[config.mk]
export PLATFORM = sky130hd
export DESIGN_NAME = delay_alloc_ctrl
export DESIGN_NICKNAME = d
export VERILOG_FILES = /design/src/rtl/delay_alloc_ctrl.sv
export SDC_FILE = /design/constraint.sdc
export NUM_CORES = 1
export LEC_CHECK = 0
export BUFFER_PORTS_ARGS = -buffer_cell sky130_fd_sc_hd__buf_2
export CORE_AREA = 10 10 305 307
export DETAILED_ROUTE_END_ITERATION = 12
export DIE_AREA = 0 0 315 317
export SYNTH_ARGS = -nofsm -noshare
export SYNTH_HDL_FRONTEND = slang
export SYNTH_SLANG_ARGS = --single-unit
[constraint.sdc]
create_clock -name clk -period 17.2 [get_ports clk]
set_input_delay 0.86 -clock clk [delete_from_list [all_inputs] [get_ports clk]]
set_output_delay 0.86 -clock clk [all_outputs]
set_load 0.01 [all_outputs]
[src/rtl/delay_alloc_ctrl.sv]
// Delay-line allocator for the shared delay RAM: bump-allocates per-pipeline regions,
// zero-fills each new line through the RAM write port and reports it to the owning pipeline.
module delay_alloc_ctrl #(
  parameter int data_width     = 16,
  parameter int mem_addr_width = 16,
  parameter int max_delays     = 8
) (
  input  logic                            clk,
  input  logic                            reset,
  input  logic [1:0]                      alloc_delay,
  input  logic [2*data_width-1:0]         delay_size_in,
  input  logic [2*data_width-1:0]         init_delay_in,
  input  logic [1:0]                      pipeline_full_reset,
  output logic                            busy,
  output logic                            mem_wr_en,
  output logic [mem_addr_width-1:0]       mem_wr_addr,
  output logic [data_width-1:0]           mem_wr_data,
  input  logic                            mem_wr_ready,
  output logic [1:0]                      alloc_done,
  output logic                            alloc_error,
  output logic [$clog2(max_delays)-1:0]   alloc_index,
  output logic [mem_addr_width-1:0]       alloc_base,
  output logic [mem_addr_width-1:0]       alloc_size,
  output logic [mem_addr_width-1:0]       alloc_read_offset,
  input  logic                            tbl_rd_pipeline,
  input  logic [$clog2(max_delays)-1:0]   tbl_rd_index,
  output logic [mem_addr_width-1:0]       tbl_rd_base,
  output logic [mem_addr_width-1:0]       tbl_rd_size,
  output logic                            tbl_rd_valid
);
  localparam int SW = 2 * data_width;
  localparam int AW = mem_addr_width;
  localparam int IW = $clog2(max_delays);
  localparam int CW = IW + 1;
  localparam logic [AW-1:0] HALF = {1'b1, {(AW-1){1'b0}}};

  localparam logic [1:0] IDLE  = 2'd0;
  localparam logic [1:0] CHECK = 2'd1;
  localparam logic [1:0] CLEAR = 2'd2;
  localparam logic [1:0] DONE  = 2'd3;

  logic [1:0]                          state_q, state_d;
  logic                                pipe_q, pipe_d;
  logic [SW-1:0]                       size_q, size_d;
  logic [SW-1:0]                       init_q, init_d;
  logic [1:0][AW-1:0]                  ptr_q, ptr_d;
  logic [1:0][CW-1:0]                  cnt_q, cnt_d;
  logic [1:0][max_delays-1:0][AW-1:0]  tbl_base_q, tbl_base_d;
  logic [1:0][max_delays-1:0][AW-1:0]  tbl_size_q, tbl_size_d;
  logic [AW-1:0]                       line_base_q, line_base_d;
  logic [AW-1:0]                       line_size_q, line_size_d;
  logic [IW-1:0]                       line_idx_q, line_idx_d;
  logic [AW-1:0]                       clr_q, clr_d;
  logic                                err_q, err_d;
  logic [AW-1:0]                       rd_base_q, rd_base_d;
  logic [AW-1:0]                       rd_size_q, rd_size_d;
  logic                                rd_valid_q, rd_valid_d;

  logic          abort;
  logic          done_v;
  logic [1:0]    req;
  logic [AW-1:0] rem;
  logic [AW-1:0] new_base;
  logic [IW-1:0] widx;

  // A full reset of the owning pipeline kills the in-flight request silently.
  assign abort    = (state_q != IDLE) && pipeline_full_reset[pipe_q];
  assign req      = alloc_delay & ~pipeline_full_reset;
  assign rem      = HALF - ptr_q[pipe_q];
  assign new_base = (pipe_q ? HALF : '0) + ptr_q[pipe_q];
  assign widx     = cnt_q[pipe_q][IW-1:0];

  always_comb begin
    state_d     = state_q;
    pipe_d      = pipe_q;
    size_d      = size_q;
    init_d      = init_q;
    ptr_d       = ptr_q;
    cnt_d       = cnt_q;
    tbl_base_d  = tbl_base_q;
    tbl_size_d  = tbl_size_q;
    line_base_d = line_base_q;
    line_size_d = line_size_q;
    line_idx_d  = line_idx_q;
    clr_d       = clr_q;
    err_d       = 1'b0;

    case (state_q)
      IDLE: begin
        if (req == 2'b11) begin
          err_d = 1'b1;
        end else if (req != 2'b00) begin
          pipe_d  = req[1];
          size_d  = delay_size_in;
          init_d  = init_delay_in;
          state_d = CHECK;
        end
      end
      CHECK: begin
        if (abort) begin
          state_d = IDLE;
        end else if (size_q == '0 || size_q > SW'(rem) || init_q > size_q ||
                     cnt_q[pipe_q] == CW'(max_delays)) begin
          err_d   = 1'b1;
          state_d = IDLE;
        end else begin
          tbl_base_d[pipe_q][widx] = new_base;
          tbl_size_d[pipe_q][widx] = size_q[AW-1:0];
          ptr_d[pipe_q]            = ptr_q[pipe_q] + size_q[AW-1:0];
          cnt_d[pipe_q]            = cnt_q[pipe_q] + CW'(1);
          line_base_d              = new_base;
          line_size_d              = size_q[AW-1:0];
          line_idx_d               = widx;
          clr_d                    = '0;
          state_d                  = CLEAR;
        end
      end
      CLEAR: begin
        if (abort) begin
          state_d = IDLE;
        end else if (mem_wr_ready) begin
          if (clr_q == line_size_q - AW'(1)) state_d = DONE;
          else                               clr_d   = clr_q + AW'(1);
        end
      end
      default: state_d = IDLE;
    endcase

    // Requests are never queued behind an allocation in progress.
    if (state_q != IDLE && alloc_delay != 2'b00) err_d = 1'b1;

    for (int p = 0; p < 2; p++) begin
      if (pipeline_full_reset[p]) begin
        ptr_d[p] = '0;
        cnt_d[p] = '0;
      end
    end

    rd_base_d  = tbl_base_q[tbl_rd_pipeline][tbl_rd_index];
    rd_size_d  = tbl_size_q[tbl_rd_pipeline][tbl_rd_index];
    rd_valid_d = {1'b0, tbl_rd_index} < cnt_q[tbl_rd_pipeline];
  end

  always_ff @(posedge clk) begin
    if (reset) begin
      state_q     <= IDLE;
      pipe_q      <= 1'b0;
      size_q      <= '0;
      init_q      <= '0;
      ptr_q       <= '0;
      cnt_q       <= '0;
      line_base_q <= '0;
      line_size_q <= '0;
      line_idx_q  <= '0;
      clr_q       <= '0;
      err_q       <= 1'b0;
      rd_base_q   <= '0;
      rd_size_q   <= '0;
      rd_valid_q  <= 1'b0;
    end else begin
      state_q     <= state_d;
      pipe_q      <= pipe_d;
      size_q      <= size_d;
      init_q      <= init_d;
      ptr_q       <= ptr_d;
      cnt_q       <= cnt_d;
      line_base_q <= line_base_d;
      line_size_q <= line_size_d;
      line_idx_q  <= line_idx_d;
      clr_q       <= clr_d;
      err_q       <= err_d;
      rd_base_q   <= rd_base_d;
      rd_size_q   <= rd_size_d;
      rd_valid_q  <= rd_valid_d;
    end
  end

  // Table storage needs no reset: entries at or above cnt are never reported valid.
  always_ff @(posedge clk) begin
    tbl_base_q <= tbl_base_d;
    tbl_size_q <= tbl_size_d;
  end

  assign done_v            = (state_q == DONE) && !pipeline_full_reset[pipe_q];
  assign busy              = state_q != IDLE;
  assign mem_wr_en         = state_q == CLEAR;
  assign mem_wr_addr       = mem_wr_en ? line_base_q + clr_q : '0;
  assign mem_wr_data       = '0;
  assign alloc_done        = done_v ? (pipe_q ? 2'b10 : 2'b01) : 2'b00;
  assign alloc_error       = err_q;
  assign alloc_index       = done_v ? line_idx_q : '0;
  assign alloc_base        = done_v ? line_base_q : '0;
  assign alloc_size        = done_v ? line_size_q : '0;
  assign alloc_read_offset = done_v ? init_q[AW-1:0] : '0;
  assign tbl_rd_base       = rd_base_q;
  assign tbl_rd_size       = rd_size_q;
  assign tbl_rd_valid      = rd_valid_q;
endmodule

Word-level counts from Yosys, hierarchy flattened
Index checks and enable logic that the tools add are counted.

Output and inout port bits: 121. Bits in registers: 704. Bits of input ports: 75. Logic and storage cells: 160.

Reduce and logical (&&, ||, !) cells: 21. Equal/unequal tests: 15. Add/subtract/negate cells: 7. Order comparisons: 9. Mux-type cells: 55. Bitwise operators: 5.

Operators with widths (count): 128-bit 2-to-1 mux (5); 256-bit bitwise mux (2); 16-bit 2-to-1 mux (16); 128-bit demux with 1-bit select (1); 16-bit binary-select mux with 3-bit select (2); 16-bit adder (3); 16-bit demux with 3-bit select (1); 32-bit bitwise mux (1); 32-bit by 16-bit > comparator with 1-bit output (1); 32-bit > comparator (1); 32-bit logical NOT (1); 16-bit case mux with 2 select lines (1); 4-bit 2-to-1 mux (5); 2-bit 2-to-1 mux (9); 16-bit by 1-bit adder with 16-bit output, second input constant (1); 16-bit demux with 1-bit select (1); 16-bit == test (1); 16-bit by 1-bit subtractor with 16-bit output, second input constant (1); 16-bit subtractor, first input constant (1); 2-bit != test, second input constant (6); 8-bit bitwise mux (1); 3-bit by 4-bit less-than comparator with 1-bit output, second input constant (2); 2-bit nonzero test (4); 2-bit == test, second input constant (3); other kinds (25) (42).

Longest topological paths before layout
Word-level depth: 11. Depth in mapped cells: 21. Mapped depth without buffers: 16.

Worst setup path before layout
Ideal clock, no wire load.

Kind: flip-flop to flip-flop. From: register pipe_q. To: register tbl_base_q[176] in the netlist's numbering (enable). Data arrival time: 7.092 ns. Path buffers: 2. Path slack: 9.606 ns. Setup time: 0.501 ns. Required time: 16.699 ns. Period minus slack after synthesis: 7.594 ns. Stages on the path, launching flop included: 17. Cell sequence: dfxtp_1 buf_1 mux2_2 or3_1 or3_1 or2_2 or3_1 nor3_1 xor2_1 ha_1 nand4_1 a21oi_1 a211oi_1 a22o_1 nand4_1 clkbuf_1 nor4_1.

Longest elaborated chain between the ends: 9. Elaborated cells between the ends (all ways): 16. Those cells by class: add/sub: 1; order compare: 1; eq/ne: 1; mux: 6; bitwise: 2; reduce/logical: 5.

Ends and longest elaborated chain: from (decl) (RTL line 43) `logic pipe_q, pipe_d;`; from (signal assigned) (RTL line 162) `pipe_q <= pipe_d;`; 16-bit 2-to-1 mux (implied by the code) (2 in series) (RTL line 69) `assign rem = HALF - ptr_q[pipe_q];`; 16-bit subtractor (RTL line 69); 32-bit by 16-bit > comparator with 1-bit output (RTL line 102) `end else if (size_q == '0 || size_q > SW'(rem) || init_q > size_q ||`; 1-bit logical OR (3 in series) (RTL line 102); 1-bit inverter (no line); 3-bit AND reduction (no line) *; to (signal assigned) (RTL line 180) `tbl_base_q <= tbl_base_d;`; to (decl) (RTL line 48) `logic [1:0][max_delays-1:0][AW-1:0] tbl_base_q, tbl_base_d;`.

Mark *: on every way between the ends. The rest lies on a longest branch, timed or not. The select of a mux whose other input is x is not followed. A chain may end at the register's enable or synchronous reset.

Final worst setup path
From: register pipe_q. To: register tbl_size_q[103] in the netlist's numbering (enable).

Longest elaborated chain between the ends: 9. Elaborated cells between the ends (all ways): 16. Those cells by class: add/sub: 1; order compare: 1; eq/ne: 1; mux: 6; bitwise: 2; reduce/logical: 5.

Ends and longest elaborated chain: 16-bit 2-to-1 mux (implied by the code) (2 in series) (RTL line 69); 16-bit subtractor (RTL line 69); 32-bit by 16-bit > comparator with 1-bit output (RTL line 102); 1-bit logical OR (3 in series) (RTL line 102); 1-bit inverter (no line); 3-bit AND reduction (no line) *; to (signal assigned) (RTL line 181) `tbl_size_q <= tbl_size_d;`; to (decl) (RTL line 49) `logic [1:0][max_delays-1:0][AW-1:0] tbl_size_q, tbl_size_d;`.

Marks and branches as above.

==> summary.log <==
INFO  outcome        result_of_the_run=finished clean
INFO  sta            worst_pin_slew=1.19ns
INFO  synthesis      yosys.area_share.simple=0.0981
INFO  hold_path      hold_path_startpoint=ptr_q[25]$_SDFFE_PP0P_
INFO  placement      globalplace.congestion=0.848
INFO  synthesis      yosys.area_share.adder=0.0374
INFO  finish         final_net_count=2479
INFO  synthesis      dominant_combinational_cell_family_by_area_after_synthesis=multiplexers
INFO  setup_path     path_max_fanout=36
INFO  setup_path     r2r-start=pipe_q$_SDFFE_PP0P_
INFO  synthesis      synth_edf_count=512
INFO  clocking       post_cts_resized=0
INFO  synthesis      ys_seq_elements=704
INFO  setup_path     critical-path-slowest-cell=sky130_fd_sc_hd__nor2_4
INFO  clocking       worstSkewPairLatency=0.62ns
INFO  clocking       cts_max_path_buffers=3
INFO  floorplan      std_cell_rows=108
INFO  sta            fin_hold_ws=0.449ns
INFO  synthesis      post_synth_instance_area=0.0302sqmm
INFO  sta            post_route_clock_period_utilization=0.372
INFO  power_and_ir_drop switching_share=0.221
INFO  power_and_ir_drop max_rail_drop_vdd=0.0596mV
INFO  hold_path      worst_hold_path.num_cells=2
INFO  floorplan      dieHeight=317microns
INFO  synthesis      netlist_instances=2126
INFO  route          vias=18500
INFO  grt            grt_pass1_vias=19300
INFO  power_and_ir_drop power-per-cell-area=106mW/mm^2
INFO  finish         area_delta_synth_final=15.8%
INFO  setup_path     critical_path.reg2reg.endpoint=tbl_size_q[103]$_DFFE_PP_
INFO  synthesis      compound_cell_area_share_of_the_yosys_netlist=0.0549
INFO  setup_path     r2r.worst_path.cells=15
INFO  clocking       tritoncts=done
INFO  floorplan      dieArea=0.0999sqmm
INFO  synthesis      synth.mux.area_fraction=0.129
INFO  synthesis      synth.lib_cells_used.distinct=71
INFO  power_and_ir_drop internal-power=0.00289W
INFO  power_and_ir_drop relative_contribution_of_combinational_cells_to_total_power=0.064
INFO  synthesis      synthFlopType=sky130_fd_sc_hd__edfxtp_1
INFO  route          drt-total-wl=78800microns
INFO  sta            final-hold-violation-count=0
INFO  power_and_ir_drop p_sw=0.000820W
INFO  sta            final.min_clock_period=6.41ns
INFO  synthesis      synth.cells.most_frequent=sky130_fd_sc_hd__edfxtp_1 (512), sky130_fd_sc_hd__nand2_1 (300), sky130_fd_sc_hd__dfxtp_1 (192)
INFO  setup_path     worst_setup_path_start_kind=flip-flop
INFO  floorplan      initial_core_util=0.348
INFO  synthesis      synth_largest_area_cell=sky130_fd_sc_hd__edfxtp_1
INFO  clocking       cts-root-buf=sky130_fd_sc_hd__clkbuf_16
INFO  grt            grt_first_pass_wirelength=119000microns
INFO  clocking       clkTransAtPathRegs=0.06ns
INFO  sta            final_max_slew_viol_count=0
INFO  synthesis      post-synth-top-area-fraction=0.510
INFO  setup_path     crit_required=17.42ns
INFO  hold_path      whs_endpoint=ptr_q[25]$_SDFFE_PP0P_
INFO  placement      post-dp-hpwl=50000microns
INFO  route          dr.pass1.iters=5
INFO  synthesis      synthMostInstantiatedCell=sky130_fd_sc_hd__edfxtp_1
INFO  synthesis      ys_top_cells_by_area=sky130_fd_sc_hd__edfxtp_1 (51%), sky130_fd_sc_hd__dfxtp_1 (13%), sky130_fd_sc_hd__mux4_2 (12%)
INFO  power_and_ir_drop p_clk_frac=0.440
INFO  route          drt-wirelength-per-cell=22.3microns
INFO  floorplan      fp.coreArea=0.0866sqmm
INFO  grt            grt-ovfl-total=0
INFO  finish         seq_area=0.0192sqmm
INFO  route          first_iter_violations=1717
INFO  setup_path     critical_path.endpoint_type=flip-flop
INFO  hold_path      hold_path_class=reg2reg
INFO  run            maxCapViolations=0
INFO  setup_path     crit_path_max_incr_delay=0.94ns
INFO  grt            global_route.usage.total=0.155
INFO  sta            setup_tns=0ns
INFO  setup_path     critical_path.most_common_cell=sky130_fd_sc_hd__or3_1
INFO  placement      port_buffers=179
INFO  clocking       cts_h_tree_lvls=3
INFO  synthesis      synth.yosys.seq_area_share=0.637
INFO  floorplan      ioPinCount=196
INFO  route          post_drt_via_cell_ratio=5.25
INFO  sta            setup_viol=0
INFO  grt            antenna_found_initial=6
INFO  synthesis      ys_async_sr_fraction=0
INFO  synthesis      syn_avg_cell_area=14.2squm
INFO  floorplan      die_x=315microns
INFO  power_and_ir_drop flop_pwr_share=0.496
INFO  sta            worst_slew_margin_rel=0.207
INFO  route          ant_nets=0
INFO  sta            clock.fmax=156MHz
INFO  synthesis      yosys_warns=0
INFO  setup_path     cp_data_arrival_time=6.63ns
INFO  synthesis      synth_xor_area_frac=0.0186
INFO  clocking       post-cts-setup-buffer-count=0
INFO  setup_path     cp_cell_sequence=buf_4, mux2_2, or3_1, or2_2, or3_1, nor3_1, xor2_1, ha_1, nand4_1, a21oi_1, a211oi_1, a22o_1, nand4_1, or3_1, nor2_4
INFO  finish         multi_input_comb_area=0.0104sqmm
INFO  sta            rsz0062_at_grt=no
INFO  setup_path     crit_type=reg2reg
INFO  clocking       post_cts_hold_buffer_count=0
INFO  sta            final.setup_skew=0.0184ns
INFO  grt            grt_start_max_net_pins=85
INFO  power_and_ir_drop power.leakage=12.0nW
INFO  setup_path     r2r_slack=10.79ns
INFO  clocking       clock_sink_count=704
INFO  finish         final.fill_count=7890
INFO  finish         post_route_cells_drive_above_1_share=0.224
INFO  clocking       tritoncts_buffer_count=73
INFO  route          drc_errors=0
==> critical path, delay by kind of cell, from the launching register on <==
| family | cells | cell delay, ns |
|---|---|---|
| flip-flops | 1 | 0.41 |
| adder cells (fa/ha/maj) | 1 | 0.27 |
| buffers and inverters | 1 | 0.44 |
| multiplexers | 1 | 0.58 |
| AND/OR/NAND/NOR | 8 | 3.52 |
| XOR/XNOR | 1 | 0.18 |
| AO/OA/AOI/OAI | 3 | 0.57 |
==> cells in the final DEF, fill, tap and decap left out, drive strengths merged, types with 10 or more instances in the layout <==
| cell type | count |
|---|---|
| clkinv | 25 |
| clkbuf | 96 |
| inv | 65 |
| nor4 | 16 |
| mux4 | 160 |
| nor2b | 38 |
| buf | 214 |
| nor2 | 76 |
| ha | 87 |
| or4 | 12 |
| o31ai | 10 |
| o21ai | 27 |
| dfxtp | 192 |
| mux2i | 13 |
| edfxtp | 512 |
| or3 | 25 |
| mux2 | 15 |
| and2 | 56 |
| xnor2 | 38 |
| a21oi | 183 |
| conb | 16 |
| nand3 | 26 |
| nor3 | 24 |
| xor2 | 26 |
| nand2 | 300 |
| nand4 | 19 |
| bufinv | 10 |
==> worst max-delay path by stage <==
stage / cells past startpoint / slack [ns] / endpoint / start
floorplan: 16 / 9.61 / tbl_base_q[176]$_DFFE_PP_ / pipe_q$_SDFFE_PP0P_
global placement: 15 / 11.02 / tbl_base_q[108]$_DFFE_PP_ / pipe_q$_SDFFE_PP0P_
detailed placement: 15 / 10.83 / tbl_base_q[108]$_DFFE_PP_ / pipe_q$_SDFFE_PP0P_
CTS: 15 / 10.80 / tbl_size_q[102]$_DFFE_PP_ / pipe_q$_SDFFE_PP0P_
global route: 15 / 10.55 / tbl_size_q[103]$_DFFE_PP_ / pipe_q$_SDFFE_PP0P_
finish: 15 / 10.79 / tbl_size_q[103]$_DFFE_PP_ / pipe_q$_SDFFE_PP0P_
==> power groups by stage <==
stage	combinational [W]	sequential, W	clock (W)
finish	0.000238	0.00184	0.00163
CTS	0.000242	0.00184	0.00167
floorplan	0.000145	0.00189	0
detailed placement	0.000241	0.00188	0
global placement	0.000237	0.00188	0
global route	0.000263	0.00184	0.00174
==> metrics by stage <==
stage	cells	setup slack [ns]	total power, W	utilization	area, sq um
global route	3530	10.55	0.00384	0.403	34900
global placement	3395	11.02	0.00211	0.375	32500
detailed placement	3395	10.83	0.00212	0.375	32500
floorplan	2141	9.61	0.00203	-	30200
CTS	3530	10.80	0.00375	0.403	34900
finish	3531	10.79	0.00371	0.403	34900
==> flip-flops by register name, indices dropped and copies added (netlist names), 2 cells and up <==
name / flops
cnt_q: 8
ptr_q: 32
line_size_q: 16
line_base_q: 16
size_q: 32
init_q: 32
state_q: 2
line_idx_q: 3
tbl_rd_base: 16
tbl_base_q: 256
clr_q: 16
tbl_size_q: 256
tbl_rd_size: 16
==> metal layers <==
metal / track usage / part of all wire / vias to the layer above
met5: 0 / 0 / -
met1: 0.214 / 0.44 / 9511
li1: - / - / 8350
met4: 0.0371 / 0.020 / 0
met2: 0.252 / 0.47 / 571
met3: 0.0304 / 0.062 / 116
==> layout make-up <==
type | count | area share
Inverter | 60 | 0.00645
Antenna cell | 1 | 0.0000716
Timing Repair Buffer | 215 | 0.0338
Sequential cell | 704 | 0.550
Multi-Input combinational cell | 1261 | 0.297
Clock buffer | 95 | 0.0568
Tap cell | 1155 | 0.0414
Clock inverter | 40 | 0.0143
==> kinds of logic (layout without fill, tap and decap cells) <==
group / Yosys count / after routing
flops: 704 / 704
simple gates: 622 / 622
compound gates: 282 / 282
mux: 188 / 188
buf+inv: 176 / 410
fa+ha+maj: 89 / 89
xor+xnor: 64 / 64
other cells: 1 / 17
No activity file was read; power rests on OpenSTA's default activity.
